$ cat config.mk
export PLATFORM = sky130hd
export DESIGN_NAME = nes_controller_emulator
export DESIGN_NICKNAME = d
export VERILOG_FILES = /design/src/rtl/nes_controller_emulator.sv
export SDC_FILE = /design/constraint.sdc
export NUM_CORES = 1
export LEC_CHECK = 0
export CAP_MARGIN = 25
export CORE_UTILIZATION = 45
export DETAILED_ROUTE_END_ITERATION = 7
export PLACE_DENSITY_LB_ADDON = 0.08
export SLEW_MARGIN = 10
export SYNTH_ARGS = -nofsm -noshare
export SYNTH_HDL_FRONTEND = slang
export SYNTH_SLANG_ARGS = --single-unit
$ cat constraint.sdc
create_clock -name clk -period 1.2 [get_ports clk]
set_input_delay 0.3 -clock clk [delete_from_list [all_inputs] [get_ports clk]]
set_output_delay 0.3 -clock clk [all_outputs]
set_load 0.02 [all_outputs]
$ cat src/rtl/nes_controller_emulator.sv
// Responder end of the NES/SNES serial pad protocol: it snapshots a button word on host
// latch and shifts it out LSB first, active low, once per synchronised host clock rise.
module nes_controller_emulator #(
  parameter int   NUM_BITS   = 8,
  parameter logic TAIL_LEVEL = 1'b0,
  parameter int   SYNC_FF    = 2
) (
  input  logic                clk,
  input  logic                rst_n,
  input  logic                nes_latch_i,
  input  logic                nes_clk_i,
  input  logic [NUM_BITS-1:0] buttons_i,
  output logic                nes_data_o,
  output logic                busy_o,
  output logic                frame_done_o
);

  localparam int CNT_W = $clog2(NUM_BITS + 1);

  typedef enum logic [1:0] {IDLE, LOAD, SHIFT, DONE} state_t;

  state_t              state_q, state_d;
  logic [SYNC_FF-1:0]  latch_sync_q, clk_sync_q;
  logic                latch_prev_q, clk_prev_q;
  logic [NUM_BITS-1:0] shreg_q, shreg_d;
  logic [CNT_W-1:0]    bit_cnt_q, bit_cnt_d;
  logic                busy_q, busy_d;
  logic                frame_done_q, frame_done_d;

  logic latch_s, clk_s, latch_fall, clk_rise;

  assign latch_s    = latch_sync_q[SYNC_FF-1];
  assign clk_s      = clk_sync_q[SYNC_FF-1];
  assign latch_fall = ~latch_s & latch_prev_q;
  assign clk_rise   = clk_s & ~clk_prev_q;

  // Host clock idles high, so its chain resets to 1 to avoid a phantom rise after reset.
  always_ff @(posedge clk) begin
    if (!rst_n) begin
      latch_sync_q <= '0;
      clk_sync_q   <= '1;
      latch_prev_q <= 1'b0;
      clk_prev_q   <= 1'b1;
    end else begin
      latch_sync_q <= {latch_sync_q[SYNC_FF-2:0], nes_latch_i};
      clk_sync_q   <= {clk_sync_q[SYNC_FF-2:0], nes_clk_i};
      latch_prev_q <= latch_s;
      clk_prev_q   <= clk_s;
    end
  end

  always_ff @(posedge clk) begin
    if (!rst_n) begin
      state_q      <= IDLE;
      shreg_q      <= '0;
      bit_cnt_q    <= '0;
      busy_q       <= 1'b0;
      frame_done_q <= 1'b0;
    end else begin
      state_q      <= state_d;
      shreg_q      <= shreg_d;
      bit_cnt_q    <= bit_cnt_d;
      busy_q       <= busy_d;
      frame_done_q <= frame_done_d;
    end
  end

  // A high latch overrides everything, including a host clock rise in the same cycle.
  always_comb begin
    state_d      = state_q;
    shreg_d      = shreg_q;
    bit_cnt_d    = bit_cnt_q;
    busy_d       = busy_q;
    frame_done_d = 1'b0;
    if (latch_s) begin
      state_d   = LOAD;
      shreg_d   = buttons_i;
      bit_cnt_d = '0;
      busy_d    = 1'b0;
    end else begin
      case (state_q)
        LOAD: begin
          if (latch_fall) begin
            state_d   = SHIFT;
            bit_cnt_d = '0;
            busy_d    = 1'b1;
          end
        end
        SHIFT: begin
          if (clk_rise) begin
            shreg_d   = shreg_q >> 1;
            bit_cnt_d = bit_cnt_q + 1'b1;
            if (bit_cnt_q == CNT_W'(NUM_BITS - 1)) begin
              state_d      = DONE;
              busy_d       = 1'b0;
              frame_done_d = 1'b1;
            end
          end
        end
        default: ;
      endcase
    end
  end

  always_comb begin
    nes_data_o = 1'b1;
    case (state_q)
      LOAD:    nes_data_o = ~buttons_i[0];
      SHIFT:   nes_data_o = ~shreg_q[0];
      DONE:    nes_data_o = TAIL_LEVEL;
      default: nes_data_o = 1'b1;
    endcase
  end

  assign busy_o       = busy_q;
  assign frame_done_o = frame_done_q;

endmodule

* Yosys cells after proc, flatten, opt, wreduce, memory -nomap -nowiden
Cells that the tools add are included.
** Operators by class
- Add/sub/neg operators :: 1
- Multiplexer cells :: 17
- Equal/unequal tests :: 10
- Bitwise gates (word level) :: 9
- Reductions and logical operators :: 10
** Operators with widths (number)
- $mux W8 :: 3
- $ne A3 B3 Y1 const B :: 3
- $mux W4 :: 2
- $pmux W4 S2 :: 1
- $reduce_and A4 Y1 :: 2
- $not A1 Y1 :: 7
- $mux W2 :: 3
- $ne A2 B2 Y1 const B :: 3
- $reduce_bool A2 Y1 :: 3
- $mux W1 :: 5
- $add A4 B1 Y4 const B :: 1
- $eq A2 B2 Y1 const B :: 2
- $eq A4 B3 Y1 const B :: 1
- $pmux W2 S2 :: 1
- $reduce_or A4 Y1 :: 1
- $pmux W1 S3 :: 1
- $reduce_and A3 Y1 :: 1
- $reduce_bool A3 Y1 :: 1
- $and A1 B1 Y1 :: 2
- $eq A2 B1 Y1 const B :: 1
- $pmux W1 S2 :: 1
- $reduce_and A2 Y1 :: 1
- $reduce_or A2 Y1 :: 1
** Word-level totals
- Logic and storage cells :: 57
- Output and inout bits :: 3
- Bits in registers :: 22

* Logic depth before layout (Yosys ltp)
Gate-level depths: netlist of the first run.
- Depth after elaboration :: 5
- Depth in mapped cells :: 5

* Worst setup path after synthesis of the first run
Ideal clock, no wire load.
- Path kind :: register to output
- Start point :: register state_q[0]
- End point :: output port nes_data_o
- Arrival time :: 919 ps
- Slack :: -19 ps
- Data required time :: 900 ps
- Stages on the path, launching flop included :: 3
- Cell sequence :: dfxtp_1 > buf_2 > o21ai_0
** Between the ends
- Cells in the longest elaborated chain, start to end :: 2
** Ends and longest elaborated chain
- start: declaration :: line 22 : state_t state_q, state_d;
- start signal: assignment :: line 60 : state_q <= state_d;
- $eq A2 B2 Y1 / $eq A2 B1 Y1 (equally long branches) :: line 107 : case (state_q)
- $pmux W1 S3 (*) :: line 107
- end: declaration :: line 13 : output logic nes_data_o,
Mark *: on every way between the ends. The rest lies on a longest branch, timed or not.

* Worst setup path in the final report of the first run
- Start point :: register state_q[0]
- End point :: register bit_cnt_q[0]
** Between the ends
- Cells in the longest elaborated chain, start to end :: 3
** Ends and longest elaborated chain
- $eq A2 B2 Y1 / $eq A2 B1 Y1 (equally long branches) :: line 81 : case (state_q)
- $ne A2 B2 Y1 (no source line) / $reduce_bool A2 Y1 (equally long branches)
- $reduce_and A3 Y1 (no source line)
- end signal: assignment :: line 62 : bit_cnt_q <= bit_cnt_d;
- end: declaration :: line 26 : logic [CNT_W-1:0] bit_cnt_q, bit_cnt_d;
Parallel ways exist; a longest one is shown, timed or not.
A chain may end at the register's enable or synchronous reset.

==> results of run 1 <==
==> area by class of cell <==
class                      count  area (µm²)
timing repair buffer          29         246
inverter                       2        7.51
clock buffer                   4        36.3
tap                           25        31.3
multi-input combinational     72         499
fill                         147         536
sequential                    22         445
==> state kept, by name, summed over array words and instances (netlist names) <==
signal and cells:
shreg_q 8, state_q 2, busy_o 1, latch_sync_q 2, clk_prev_q 1, frame_done_o 1
bit_cnt_q 4, latch_prev_q 1, clk_sync_q 2
==> critical path, cell delays in order, from the launching register on <==
cell and delay, ns:
dfxtp_2 0.34, buf_4 0.16, and4bb_1 0.32, buf_6 0.13, o21ai_1 0.05, and4bb_1 0.19
==> cell usage after synthesis, types with 2 or more instances <==
cell       number
nand2_1        18
buf_2           2
nor3_1          2
o21ai_1         2
mux2i_1         2
clkbuf_1        2
a31oi_1         7
nand4bb_1       2
o21ai_0         9
a21oi_1         4
inv_1           2
dfxtp_1        22
a21boi_0        2
and2_1          3
nand3b_1        4
and4bb_1        3
nand2b_1        3
nand3_1         5
==> where the power goes <==
| group | leakage, nW | switching [mW] | internal [mW] |
|---|---|---|---|
| Sequential | 0.181 | 0.0144 | 0.754 |
| Clock | 0.0210 | 0.208 | 0.185 |
| Combinational | 0.265 | 0.0447 | 0.0689 |
==> cell usage in the layout, fill, tap and decap left out, types with 4 or more instances in the layout <==
cell	instances
a31oi_1	7
buf_4	14
clkdlybuf4s50_1	10
dfxtp_1	18
dfxtp_2	4
nand2_1	18
nand3_1	5
nand3b_1	4
o21ai_0	8
==> layer usage <==
metal / GRT usage (%) / vias up / wire length, µm
met5: 0 / - / 0
met4: 10.3 / 0 / 31
met3: 3.46 / 4 / 49
met2: 28.6 / 11 / 912
met1: 25.7 / 378 / 886
li1: - / 418 / -
==> kinds of logic (layout without fill, tap and decap cells) <==
kind of cell               count (synthesis)  in the layout
AOI/OAI and AO/OA                         25             25
adders and majority gates                  1              1
buffers and inverters                      7             35
DFF                                       22             22
muxes                                      2              2
and+or+nand+nor                           44             44
==> worst min-delay path by stage <==
stage                               end          start  slack [ns]
after detailed placement  clk_sync_q[1]  clk_sync_q[0]        0.40
after CTS                    shreg_q[0]   buttons_i[0]        0.42
after floorplan           clk_sync_q[0]          rst_n        0.37
final                     clk_sync_q[1]  clk_sync_q[0]        0.42
after global placement    clk_sync_q[1]  clk_sync_q[0]        0.39
after global routing      clk_sync_q[1]  clk_sync_q[0]        0.44
==> metrics by stage <==
step                      std cells  total power [mW]  setup TNS, ns  worst slack [ns]
final                           154              1.27         -0.354           -0.0818
after global routing            154              1.33          -1.21            -0.136
after CTS                       153              1.29         -0.329           -0.0776
after detailed placement        149             0.893          -2.64            -0.605
after global placement          149             0.889          -2.23            -0.591
after floorplan                 101             0.830              0            0.0356
==> timing repair <==
| action | 4_1_cts | 5_1_grt |
|---|---|---|
| pin swaps | 10 | 8 |
| setup endpoints to repair | 16 | 17 |
| resized for setup | 21 | 10 |
| cloned | 0 | 0 |
| setup buffers | 0 | 1 |
==> flow_metrics.py, run 1 <==
metrics = {
    "routing": {
        "ant_nets": 0,
        "dr.pass1.iters": 4,
        "drtIter0Drc": 19,
        "wl_per_cell_um": 12.2,
        "drc": 0,
        "drt-total-wl_um": 1880,
        "viasPerCell": 5.27,
        "via_count": 811,
    },
    "synth": {
        "yosys.area.top_type": "dfxtp_1",
        "synth_compound_area_share_pct": 15.7,
        "synth_ff_type": "dfxtp_1",
        "synthMuxAreaShare_pct": 2.21,
        "synth_top_area_share_pct": 48.6,
        "synth_area_leaders": "dfxtp_1, nand2_1, o21ai_0",
        "synth_top_family_by_area": "simple AND/OR/NAND/NOR gates",
        "avgSynthCellArea_um2": 8.97,
        "synth_edf_count": 0,
        "syn-num-nets": 114,
        "synth_area_um2": 906,
        "ys_ff_latch": 22,
        "synth_xor_area_share_pct": 0,
        "yosys_warnings": 0,
        "synthDistinctLibCells": 25,
        "synthCells": 101,
        "synth_fa_ha_area_share_pct": 1.38,
        "yosysSeqAreaShare_pct": 48.6,
        "synth-async-reset-ratio_pct": 0,
        "synthSimpleGateAreaFrac_pct": 28.5,
    },
    "clocking": {
        "clkLatencyLatePin_ns": 0.30,
        "clkSinkCount": 22,
        "cts_buffer_depth": 2,
        "cts-buffers-inserted": 3,
        "cts_root_buf": "clkbuf_4",
        "cts_htree_levels": 1,
        "hold_buffers": 0,
        "clk_pin_slew_ns": 0.11,
        "tritoncts": "built",
    },
    "sta": {
        "setup_viol": 12,
        "rsz0062_at_grt": "yes",
        "hold_viol_final": 0,
        "min_period_ns": 1.28,
        "layout_setup_ws_ns": -0.0818,
        "whs_ns": 0.421,
        "period_share_pct": 107,
        "maxSlewViolCount": 0,
        "max_slew_margin_pct": 83.8,
        "clock_skew_ns": 0.00691,
        "tightest_slew_ns": 0.243,
        "fmax_mhz": 780,
    },
    "job": {
        "maxCapViolations": 0,
    },
    "placed_design": {
        "placed_cell_area_um2": 1160,
        "gp_congestion": 0.805,
        "port_buffers": 14,
        "dp_hpwl_um": 1330,
    },
    "global_routing": {
        "grt_usage_pct": 18.9,
        "overflow": 0,
        "antenna_found_initial": 0,
        "grt_max_degree": 14,
        "grt_pass1_vias": 678,
        "grt_pass1_wl_um": 2880,
    },
    "power": {
        "power.density_nw_per_um2": 1010,
        "p_leak_nw": 0.468,
        "ir_worst_vdd_mv": 0.765,
    },
    "critical_path": {
        "startpoint": "state_q[0]",
        "r2r-end": "bit_cnt_q[0]",
        "reg2reg_from": "state_q[0]",
        "crit_arrival_ns": 1.48,
        "r2r_cells": 5,
        "ff2ff_setup_slack_ns": -0.08,
        "cp-end-kind": "register",
        "worstPathMaxFanout": 8,
        "required_ns": 1.40,
        "critPathCapture": "bit_cnt_q[0]",
        "startpoint_type": "register",
        "crit_type": "register to register",
    },
    "die": {
        "dieWidth_um": 46.9,
        "die_y_um": 46.9,
        "pin_count": 15,
        "start_util_pct": 50.3,
        "die-area_um2": 2200,
        "core-area_um2": 1800,
        "rows": 15,
    },
    "run_status": {
        "violations": "negative setup slack",
        "status": "complete, but fails checks",
    },
    "final_layout": {
        "drive_above_1_share_pct": 27.1,
        "final_area_um2": 1270,
        "fin_util_pct": 70.3,
        "antenna_cells": 0,
        "layout.nets": 143,
        "syn2layout_area_growth_pct": 39.8,
    },
    "min_path": {
        "min_path_cells": 1,
        "worstHoldPathType": "register to register",
    },
}
(Power assumes the default switching activity.)
==> inputs of run 2 (changes only) <==
--- a/config.mk
+++ b/config.mk
@@ -9,6 +9,7 @@
 export CORE_UTILIZATION = 45
 export DETAILED_ROUTE_END_ITERATION = 7
 export PLACE_DENSITY_LB_ADDON = 0.08
+export SKIP_CTS_REPAIR_TIMING = 1
 export SLEW_MARGIN = 10
 export SYNTH_ARGS = -nofsm -noshare
 export SYNTH_HDL_FRONTEND = slang
==> run 2 against run 1 <==
Effect of this change: the run still ends with negative setup slack left; sequential cell count did not move; non-clock buffer count fell by 1; register-to-register slack got worse by 0.02 ns; power barely moved; setup slack got worse by 0.10 ns; combinational power barely moved; global-route usage fell by 0.49 points; via count fell by 1.8%; clock skew barely moved; sequential share of layout area rose by 0.17 points; cell area fell by 0.49%; critical path type is now input port to output port.
==> flow_metrics.py, run 2 (synthesis results as in run 1) <==
metrics = {
    "critical_path": {
        "required_ns": 0.90,
        "crit_type": "input port to output port",
        "reg2reg_from": "state_q[0]",
        "ff2ff_setup_slack_ns": -0.10,
        "cp-end-kind": "output port",
        "startpoint_type": "input port",
        "startpoint": "buttons_i[0]",
        "crit_arrival_ns": 1.09,
        "worstPathMaxFanout": 2,
        "r2r_cells": 5,
    },
    "routing": {
        "drt-total-wl_um": 1890,
        "ant_nets": 0,
        "drtIter0Drc": 3,
        "via_count": 796,
        "drc": 0,
        "dr.pass1.iters": 4,
        "wl_per_cell_um": 12.3,
        "viasPerCell": 5.20,
    },
    "placed_design": {
        "gp_congestion": 0.805,
        "dp.cells": 149,
        "port_buffers": 14,
        "dp_hpwl_um": 1330,
    },
    "global_routing": {
        "grt_use_met1_pct": 24.6,
        "busiest_layer": "met2",
        "grt_max_degree": 14,
        "grt_pass1_wl_um": 2810,
        "overflow": 0,
        "grt_util_met2_pct": 28.1,
        "grt_usage_pct": 18.5,
        "use_met3_pct": 3.46,
        "grt_pass1_vias": 670,
        "antenna_found_initial": 0,
    },
    "run_status": {
        "violations": "negative setup slack",
        "status": "complete, but fails checks",
    },
    "clocking": {
        "cts_buffer_depth": 2,
        "clkSinkCount": 22,
        "cts_htree_levels": 1,
        "cts-buffers-inserted": 3,
        "tritoncts": "built",
        "clkLatencyLatePin_ns": 0.30,
        "clk_pin_slew_ns": 0.11,
        "cts_root_buf": "clkbuf_4",
    },
    "power": {
        "comb_power_share_pct": 9.0,
        "p_leak_nw": 0.479,
        "switching_share_pct": 20.8,
        "ir_worst_vdd_mv": 0.763,
        "power.share.clock_pct": 30.7,
        "p_int_mw": 1.01,
        "switchingPower_mw": 0.266,
        "seqPwrFrac_pct": 60.3,
        "power.density_nw_per_um2": 1010,
    },
    "final_layout": {
        "syn2layout_area_growth_pct": 39.1,
        "final_cells": 153,
        "multi_input_area_um2": 483,
        "seq_area_um2": 445,
        "final_cell_mix": "nand2_1, dfxtp_1, clkdlybuf4s50_1",
        "drive_above_1_share_pct": 24.2,
        "largest_reg_flops": 8,
        "antenna_cells": 0,
        "reg.largest.list": "shreg_q x8, bit_cnt_q x4",
        "layout.nets": 142,
        "n_fill_cell": 149,
        "largest-register": "shreg_q",
    },
    "sta": {
        "min_period_ns": 1.39,
        "maxSlewViolCount": 0,
        "fmax_mhz": 722,
        "setup_viol": 11,
        "period_share_pct": 115,
        "hold_viol_final": 0,
        "max_slew_margin_pct": 84.1,
        "whs_ns": 0.421,
        "clock_skew_ns": 0.00708,
        "layout_setup_ws_ns": -0.186,
        "rsz0062_at_grt": "yes",
        "tightest_slew_ns": 0.239,
    },
    "min_path": {
        "worstHoldPathType": "register to register",
        "min_path_cells": 1,
        "min-delay-start": "clk_sync_q[0]",
    },
    "die": {
        "core-area_um2": 1800,
        "rows": 15,
        "die_y_um": 46.9,
        "die-area_um2": 2200,
        "dieWidth_um": 46.9,
        "start_util_pct": 50.3,
        "pin_count": 15,
    },
    "job": {
        "maxCapViolations": 0,
    },
}
run 2: worst paths after layout:
path                   end
max             nes_data_o
min          clk_sync_q[1]
max reg2reg   bit_cnt_q[0]
min reg2reg  clk_sync_q[1]
run 2: layout make-up:
type	instances	area share [%]
Inverter	2	0.596
Multi-Input combinational cell	72	38.3
Sequential cell	22	35.4
Tap cell	25	2.48
Clock buffer	4	2.88
Timing Repair Buffer	28	20.4
run 2: critical path, cell delays in order:
cell and delay [ns]:
clkdlybuf4s50_1 0.47, nand2_1 0.05, nand2_1 0.06, o21ai_1 0.05
buf_2 0.15
run 2: power groups by stage:
stage                     logic (mW)  clock network [mW]  registers, mW
after floorplan               0.0507                   0          0.780
after global placement         0.106                   0          0.783
after detailed placement       0.110                   0          0.783
after CTS                      0.110               0.411          0.766
after global routing           0.125               0.435          0.772
final                          0.114               0.391          0.768
run 2: per-layer routing:
layer / vias up / share of wire, %
li1: 414 / -
met5: - / 0
met3: 4 / 2.8
met1: 367 / 47
met4: 0 / 1.2
met2: 11 / 49
run 2: stage by stage:
step	TNS, ns	cell area (µm²)	total power, mW	worst slack [ns]	utilization, %
2_1_floorplan	0	906	0.830	0.0356	-
3_3_place_gp	-2.23	1160	0.889	-0.591	64.2
3_5_place_dp	-2.64	1160	0.893	-0.605	64.2
4_1_cts	-1.77	1190	1.29	-0.610	66.3
5_1_grt	-1.30	1260	1.33	-0.235	69.9
6_report	-0.508	1260	1.27	-0.186	69.9
